<file path="config.mk">
export PLATFORM = sky130hd
export DESIGN_NAME = alu_serial_seq
export DESIGN_NICKNAME = d
export VERILOG_FILES = /design/src/rtl/alu_serial_seq.sv
export SDC_FILE = /design/constraint.sdc
export NUM_CORES = 1
export LEC_CHECK = 0
export BUFFER_PORTS_ARGS = -buffer_cell sky130_fd_sc_hd__buf_4
export CAP_MARGIN = 15
export CORE_UTILIZATION = 43
export DETAILED_ROUTE_END_ITERATION = 8
export SKIP_CTS_REPAIR_TIMING = 1
export SLEW_MARGIN = 40
export SYNTH_ARGS = -nofsm -noshare
export SYNTH_HDL_FRONTEND = slang
export SYNTH_SLANG_ARGS = --single-unit
</file>
<file path="constraint.sdc">
create_clock -name clk -period 1.7 [get_ports clk]
set_input_delay 0.34 -clock clk [delete_from_list [all_inputs] [get_ports clk]]
set_output_delay 0.34 -clock clk [all_outputs]
set_load 0.005 [all_outputs]
</file>
<file path="src/rtl/alu_serial_seq.sv">
// Bit-serial ALU sequencer: one 1-bit slice with a registered carry, LSB first, valid/ready on both sides.
// Optional signed-overflow flag output is enabled by defining ALU_SEQ_OVF_EN.
module alu_serial_seq #(
  parameter int WIDTH = 8
) (
  input  logic             clk,
  input  logic             rst_n,
  input  logic             in_valid,
  output logic             in_ready,
  input  logic [1:0]       op,
  input  logic [WIDTH-1:0] a,
  input  logic [WIDTH-1:0] b,
  output logic             out_valid,
  input  logic             out_ready,
  output logic [WIDTH-1:0] result,
  output logic             carry_out,
  output logic             zero
`ifdef ALU_SEQ_OVF_EN
  ,
  output logic             ovf
`endif
);

  localparam int CW = (WIDTH > 2) ? $clog2(WIDTH) : 1;
  localparam logic [1:0] OP_AND = 2'b00;
  localparam logic [1:0] OP_OR  = 2'b01;
  localparam logic [1:0] OP_SUB = 2'b11;

  typedef enum logic [1:0] {IDLE, SHIFT, DONE} state_t;

  state_t           state_q, state_d;
  logic [WIDTH-1:0] a_sr, b_sr;
  logic [WIDTH-2:0] r_sr;
  logic [1:0]       op_q;
  logic             carry;
  logic [CW-1:0]    cnt;
  logic             last;

  logic             b_eff, r_bit, c_nxt, arith;
  logic [WIDTH-1:0] word_nxt;

  assign last = (cnt == CW'(WIDTH - 1));

  // NOTE: sequential state uses non-blocking (<=) so every flop samples pre-edge values.
  always_ff @(posedge clk) begin
    if (!rst_n) state_q <= IDLE;
    else        state_q <= state_d;
  end

  // NOTE: default assignment first so no path leaves state_d unassigned (no latch).
  always_comb begin
    state_d = state_q;
    unique case (state_q)
      IDLE:    if (in_valid)  state_d = SHIFT;
      SHIFT:   if (last)      state_d = DONE;
      DONE:    if (out_ready) state_d = IDLE;
      default:                state_d = IDLE;
    endcase
  end

  always_comb begin
    in_ready  = rst_n && (state_q == IDLE);
    out_valid = (state_q == DONE);
  end

  // One ALU slice; B is inverted for subtraction, with the carry seeded to 1 at accept.
  always_comb begin
    arith = op_q[1];
    b_eff = b_sr[0] ^ (op_q == OP_SUB);
    c_nxt = (a_sr[0] & b_eff) | (a_sr[0] & carry) | (b_eff & carry);
    unique case (op_q)
      OP_AND:  r_bit = a_sr[0] & b_sr[0];
      OP_OR:   r_bit = a_sr[0] | b_sr[0];
      default: r_bit = a_sr[0] ^ b_eff ^ carry;
    endcase
    word_nxt = {r_bit, r_sr};
  end

  always_ff @(posedge clk) begin
    if (!rst_n) begin
      a_sr      <= '0;
      b_sr      <= '0;
      r_sr      <= '0;
      op_q      <= OP_AND;
      carry     <= 1'b0;
      cnt       <= '0;
      result    <= '0;
      carry_out <= 1'b0;
      zero      <= 1'b0;
`ifdef ALU_SEQ_OVF_EN
      ovf       <= 1'b0;
`endif
    end else begin
      unique case (state_q)
        IDLE: if (in_valid) begin
          a_sr  <= a;
          b_sr  <= b;
          op_q  <= op;
          carry <= (op == OP_SUB);
          cnt   <= '0;
        end
        SHIFT: begin
          a_sr  <= a_sr >> 1;
          b_sr  <= b_sr >> 1;
          r_sr  <= word_nxt[WIDTH-1:1];
          carry <= c_nxt;
          cnt   <= cnt + 1'b1;
          if (last) begin
            result    <= word_nxt;
            carry_out <= arith & c_nxt;
            zero      <= (word_nxt == '0);
`ifdef ALU_SEQ_OVF_EN
            // On the MSB step, carry still holds the carry into the MSB.
            ovf       <= arith & (carry ^ c_nxt);
`endif
          end
        end
        default: ;
      endcase
    end
  end

endmodule

</file>
==> flow_summary.ini, run 1 <==
[status]
status = complete, no violations

[placement]
place_inst = 286
place_ws_ps = 81.3
io_buffer_count = 33
gp_congestion = 0.819
hpwlAfterDp_um = 2730

[route]
met2_length_um = 1810
antenna_left = 0
wire_per_inst_um = 13.6
viasPerCell = 5.15
drt_iter0_drc = 79
wl_met3_um = 140
wl_um = 4000
vias = 1515
drc_errors = 0
firstDrtPassIters = 4
routed.top_layer = met4
wl_met1_um = 1990

[floorplanning]
die_h_um = 67.6
ios = 34
die_area_um2 = 4570
initial_core_util_pct = 45.6
rows = 23
die_x_um = 67.6
core_area_um2 = 4060

[sta]
whs_ps = 298
fin_setup_tns_ps = 0
fmax_mhz = 628
hold_viol = 0
slew_viol_final = 0
finalCriticalPeriod_ps = 1590
fin_crit_sh_pct = 93.6
rsz0062_at_grt = false
max_slew_margin_pct = 72.3
worst_slack_ps = 109
setup_viol = 0
fin_skew_ps = 10.6
worst_pin_slew_ps = 414

[layout]
most-common-layout-cells = nand2_1, dfxtp_1, buf_4
final.fill_count = 377
multiInputGateArea_um2 = 913
drive_gt1_share_pct = 26.2
area_delta_synth_final_pct = 19.6
num_antenna_cells = 0
final_util_pct = 54.5
seq_area_um2 = 822
stdcell_count = 294
nNetsFinal = 268
mostFrequentLayoutCell = nand2_1

[run]
maxCapViolations = 0

[grt]
grtUsageTotal_pct = 19.7
first_global_vias = 1433
grt_pass1_wl_um = 6690
grt_max_degree = 31
antenna_found_initial = 0
grt_overflow_total = 0

[logic_synthesis]
ys_warn_count = 0
synth_area_per_cell_um2 = 8.76
ys_seq_elements = 41
ys_types = 37
ys_seq_area_share_pct = 44.4
syn_area_um2 = 1850
syn_nets = 236
synthCells = 211

[clock_network]
cts.sinks = 41
clockBufferDepth = 2
cts_root_buffer = clkbuf_8
clk_pin_slew_ps = 80
numCtsBuffers = 5
cts_tree = yes
clk_latency_ps = 300
h-tree-depth = 2

[pwr]
p_leak_nw = 0.909
peakVddDrop_v = 0.000513
power_density_nw_per_um2 = 862

[worst_setup_path]
path_class = reg2reg
crit_fanout = 11
endpoint_kind = flip-flop
cp.required_ps = 1880
crit_arrival_ps = 1770
start_kind = flip-flop

[worst_hold_path]
holdCritPathClass = in2reg
metrics by stage:
step,instance area (um2),total power [mW]
final,2210,1.91
after global routing,2210,2.00
after CTS,2210,1.93
after detailed placement,2120,1.31
after global placement,2120,1.30
after floorplan,1850,1.22
worst max-delay path, stage by stage, from the launching register on:
cell and delay, ps:
dfxtp_1 330, ha_1 200, ha_1 240, and3b_2 300, and3_1 190, a32o_1 210
path summary, 6_finish.rpt:
path	from	end	slack (ps)	cells past startpoint
max reg2reg	cnt[0]	zero	110	5
min reg2reg	result[5]	result[5]	460	2
max	cnt[0]	zero	110	5
min	op[1]	op_q[1]	300	3
flip-flops by register name, summed over array words and instances (netlist names):
name	count
carry	1
result	8
r_sr	7
b_sr	8
cnt	3
op_q	2
a_sr	8
state_q	2
zero	1
carry_out	1
power breakdown:
group | internal [mW] | switching (mW) | leakage (nW)
Combinational | 0.121 | 0.132 | 0.528
Sequential | 1.01 | 0.0322 | 0.336
Clock | 0.285 | 0.332 | 0.0450
cells in the mapped netlist:
| master | instances | area, um2 |
|---|---|---|
| fa_1 | 1 | 20.0 |
| buf_4 | 4 | 30.0 |
| nand3b_1 | 3 | 22.5 |
| nor3b_2 | 1 | 12.5 |
| nand2_1 | 58 | 218 |
| a311oi_2 | 9 | 135 |
| a211oi_1 | 1 | 7.51 |
| o21ba_2 | 1 | 10.0 |
| a21o_1 | 2 | 15.0 |
| xor2_1 | 1 | 8.76 |
| o21bai_1 | 1 | 7.51 |
| a21oi_1 | 19 | 95.1 |
| buf_6 | 3 | 33.8 |
| or2b_1 | 1 | 7.51 |
| dfxtp_1 | 41 | 821 |
| buf_1 | 1 | 3.75 |
| inv_1 | 4 | 15.0 |
| mux2i_1 | 5 | 50.1 |
| nor2_1 | 21 | 78.8 |
| nor2b_1 | 2 | 12.5 |
| and3_1 | 1 | 6.26 |
| ha_1 | 2 | 25.0 |
| a32o_1 | 1 | 10.0 |
| nor4b_1 | 1 | 8.76 |
| a311oi_1 | 5 | 43.8 |
| nor4_1 | 1 | 6.26 |
| and3b_1 | 1 | 8.76 |
| buf_2 | 6 | 30.0 |
| a21boi_0 | 1 | 7.51 |
| inv_2 | 1 | 3.75 |
| maj3_1 | 1 | 10.0 |
| o21ai_0 | 2 | 10.0 |
| nand3b_4 | 1 | 20.0 |
| nand2b_1 | 4 | 25.0 |
| clkbuf_1 | 1 | 3.75 |
| a22oi_1 | 2 | 15.0 |
| o221a_2 | 1 | 11.3 |
cells by family after synthesis:
logic type	after synthesis	synth area share, %
fa+ha+maj	4	2.98
compound gates	45	19.9
xor+xnor	1	0.474
buf+inv	20	6.49
mux	5	2.71
simple gates	95	23.1
flops	41	44.4
per-layer routing:
metal / up-vias / GRT usage [%]
met5: - / 0
met1: 704 / 25.2
met4: 0 / 7.18
met3: 8 / 4.56
li1: 777 / -
met2: 26 / 31.9
area by class of cell:
type                            count  area share [%]
Clock buffer                        6            3.28
Clock inverter                      2           0.452
Inverter                            5           0.848
Multi-Input combinational cell    150            41.3
Sequential cell                    41            37.2
Tap cell                           50            2.83
Timing Repair Buffer               40            14.1
Power figures use the tool's default switching activity.
==> inputs of run 2 (changes only) <==
==> constraint.sdc (replaced) <==
create_clock -name clk -period 1.7 [get_ports clk]
set_input_delay 0.255 -clock clk [delete_from_list [all_inputs] [get_ports clk]]
set_output_delay 0.255 -clock clk [all_outputs]
set_load 0.005 [all_outputs]
==> flow_summary.ini, run 2 (same netlist as run 1, synthesis figures left out) <==
[status]
status = complete, no violations

[clock_network]
clk_pin_slew_ps = 80
numCtsBuffers = 5
h-tree-depth = 2
cts_root_buffer = clkbuf_8
cts.sinks = 41
clockBufferDepth = 2
clk_latency_ps = 290
cts_tree = yes

[worst_setup_path]
slowest_stage = dfxtp_1
cp.depth = 5
critical_path.top_delay_family = simple AND/OR/NAND/NOR gates
cp.required_ps = 1880
endpoint_kind = flip-flop
worstReg2RegStart = cnt[0]
path_class = reg2reg
cpPeakStageDelay_ps = 340
crit_top_cell = ha_1
crit_buf_inv = 0
crit_fanout = 11
start_kind = flip-flop
reg2reg_depth = 5
crit_chain = ha_1, ha_1, and3b_2, and3_1, a32o_1
rr_endpoint = zero
cp-endpoint = zero
r2r_slack_ps = 120
startpoint = cnt[0]
crit_arrival_ps = 1760

[placement]
place_ws_ps = 59.6
hpwlAfterDp_um = 2740
place_inst = 285
io_buffer_count = 33
gp_congestion = 0.816

[route]
drt_iter0_drc = 85
drc_errors = 0
wl_um = 3850
vias = 1514
firstDrtPassIters = 4
viasPerCell = 5.17
wire_per_inst_um = 13.1
antenna_left = 0

[pwr]
power_density_nw_per_um2 = 886
p_leak_nw = 0.918
peakVddDrop_v = 0.000346
power_mw = 1.98

[sta]
hold_viol = 0
worst_pin_slew_ps = 410
fin_setup_tns_ps = 0
slew_viol_final = 0
rsz0062_at_grt = false
fmax_mhz = 631
worst_slack_ps = 116
finalCriticalPeriod_ps = 1580
fin_skew_ps = 3.91
setup_viol = 0
max_slew_margin_pct = 72.6
fin_crit_sh_pct = 93.2

[floorplanning]
die_h_um = 67.6
ios = 34
die_x_um = 67.6
core_area_um2 = 4060
rows = 23
die_area_um2 = 4570
initial_core_util_pct = 45.6

[layout]
largest_registers = a_sr x8, b_sr x8, result x8
stdcell_count = 293
nNetsFinal = 267
num_antenna_cells = 0
seq_area_um2 = 822
drive_gt1_share_pct = 26.3
mostFrequentLayoutCell = nand2_1
final_util_pct = 55.1
multiInputGateArea_um2 = 913
final.fill_count = 392
area_delta_synth_final_pct = 20.9
most-common-layout-cells = nand2_1, dfxtp_1, buf_4

[run]
maxCapViolations = 0

[grt]
antenna_found_initial = 0
first_global_vias = 1447
grt_pass1_wl_um = 6450
grtUsageTotal_pct = 18.9
grt_overflow_total = 0
grt_max_degree = 31

[worst_hold_path]
holdCritPathClass = in2reg
[run 2: how the worst min path moves through the flow]
| stage | endpoint | start | cells past startpoint | slack (ps) |
|---|---|---|---|---|
| 3_5_place_dp | result[6] | result[6] | 2 | 450 |
| 6_report | state_q[1] | out_ready | 3 | 230 |
| 4_1_cts | op_q[1] | op[1] | 3 | 220 |
| 5_1_grt | op_q[1] | op[1] | 3 | 230 |
| 2_1_floorplan | r_sr[6] | rst_n | 2 | 390 |
| 3_3_place_gp | result[1] | result[1] | 2 | 440 |
[run 2: metal layers]
layer  GRT usage, %  vias up  part of all wire [%]
li1               -      781                     -
met1           23.7      697                    49
met2           31.7       32                    47
met5              0        -                     0
met3           3.55        4                   3.4
met4           7.18        0                  0.99
[run 2: power by group]
part	total (mW)	switching, mW	leakage, nW	internal [mW]
combinational	0.249	0.128	0.528	0.122
sequential	1.04	0.0325	0.336	1.00
clock	0.695	0.328	0.0542	0.367
[run 2: final cells by class]
class / count / area share, %
Clock buffer: 7 / 4.31
Clock inverter: 1 / 0.224
Inverter: 5 / 0.839
Multi-Input combinational cell: 150 / 40.9
Sequential cell: 41 / 36.8
Tap cell: 50 / 2.80
Timing Repair Buffer: 39 / 14.2
[run 2: per-stage QoR]
stage	hold slack [ps]	area, um2
global route	228	2240
CTS	219	2230
finish	226	2240
detailed placement	449	2130
global placement	444	2130
floorplan	393	1850
[run 2: worst reg2reg max path, cell delays in order, from the launching register on]
cell and delay [ps]:
dfxtp_1 340, ha_1 210, ha_1 240, and3b_2 300, and3_1 180, a32o_1 210
==> inputs of run 3 (changes only) <==
Clock period 1.7 ns to 1.6 ns, I/O delays scaled along.
==> flow_summary.ini, run 3 (same netlist as run 1, synthesis figures left out) <==
[floorplanning]
initial_core_util_pct = 45.6
rows = 23
die_area_um2 = 4570
core_area_um2 = 4060
ios = 34
die_x_um = 67.6
die_h_um = 67.6

[layout]
nNetsFinal = 270
drive_gt1_share_pct = 27.6
largest_registers = a_sr x8, b_sr x8, result x8
most-common-layout-cells = nand2_1, dfxtp_1, buf_4
mostFrequentLayoutCell = nand2_1
num_antenna_cells = 0
final_util_pct = 56.5
area_delta_synth_final_pct = 23.9

[route]
drc_errors = 0
viasPerCell = 5.18
wire_per_inst_um = 13.1
antenna_left = 0
wl_um = 3890
vias = 1532
firstDrtPassIters = 4
drt_iter0_drc = 72

[grt]
grt_max_degree = 37
grtUsageTotal_pct = 19.5
grt_overflow_total = 0
first_global_vias = 1478
antenna_found_initial = 0
grt_pass1_wl_um = 6590

[worst_hold_path]
holdCritPathClass = in2reg

[worst_setup_path]
crit_arrival_ps = 1750
endpoint_kind = flip-flop
cp.required_ps = 1850
start_kind = flip-flop
path_class = reg2reg
crit_fanout = 3

[pwr]
p_leak_nw = 0.941
power_density_nw_per_um2 = 980
peakVddDrop_v = 0.000536

[sta]
rsz0062_at_grt = false
fmax_mhz = 665
fin_skew_ps = 6.37
worst_pin_slew_ps = 274
hold_viol = 0
setup_viol = 0
max_slew_margin_pct = 81.6
slew_viol_final = 0
finalCriticalPeriod_ps = 1500
fin_crit_sh_pct = 94.0
fin_setup_tns_ps = 0

[run]
maxCapViolations = 0

[clock_network]
cts_root_buffer = clkbuf_8
numCtsBuffers = 5
clk_pin_slew_ps = 80
h-tree-depth = 2
cts_tree = yes
clockBufferDepth = 2
cts.sinks = 41
clk_latency_ps = 300

[placement]
io_buffer_count = 33
gp_congestion = 0.779
hpwlAfterDp_um = 2700

[status]
status = complete, no violations
## run 3: cell types whose count changed in the layout (fill, tap and decap cells not counted)
cell | previous run | this run
buf_12 | 2 | 3
buf_4 | 37 | 39
bufinv_16 | 0 | 1
clkbuf_8 | 7 | 6
clkinv_2 | 1 | 0
clkinvlp_4 | 0 | 1
dfxtp_1 | 40 | 39
dfxtp_2 | 1 | 2
## run 3: area by class of cell
type	count	area, um2
tap	50	62.6
timing repair buffer	42	353
sequential	41	823
multi-input combinational	150	913
clock inverter	2	37.5
fill	380	1770
inverter	5	18.8
clock buffer	6	82.6
## run 3: layer usage
metal | track usage (%) | wire [um]
met5 | 0 | 0
met4 | 8.78 | 65
met3 | 5.57 | 166
met2 | 31.7 | 1840
met1 | 23.7 | 1820
## run 3: final timing paths
| kind | startpoint | slack [ps] | cells after the start | end |
|---|---|---|---|---|
| worst max-delay path | op_q[0] | 100 | 6 | zero |
| worst min-delay path | out_ready | 190 | 3 | state_q[1] |
| worst max register to register | op_q[0] | 100 | 6 | zero |
| worst min register to register | result[4] | 460 | 2 | result[4] |
## run 3: report_power, final
group | switching (mW) | internal, mW
registers | 0.0301 | 1.07
logic | 0.141 | 0.136
clock network | 0.365 | 0.507
total | 0.535 | 1.71
## run 3: critical path: stages, from the launching register on
cell and delay, ps:
dfxtp_2 350, nand2_1 60, xor2_1 150, fa_1 480
inv_1 40, mux2i_2 210, a32o_1 160
## run 3: per-stage QoR
step | power, mW | hold WS, ps | instances | worst slack (ps) | area, um2
after floorplan | 1.30 | 378 | 211 | 130 | 1850
after detailed placement | 1.40 | 449 | 288 | 41.7 | 2160
after global placement | 1.39 | 442 | 288 | 125 | 2160
final | 2.25 | 189 | 296 | 96.0 | 2290
after CTS | 2.28 | 180 | 296 | 24.5 | 2280
after global routing | 2.35 | 189 | 296 | 13.7 | 2290
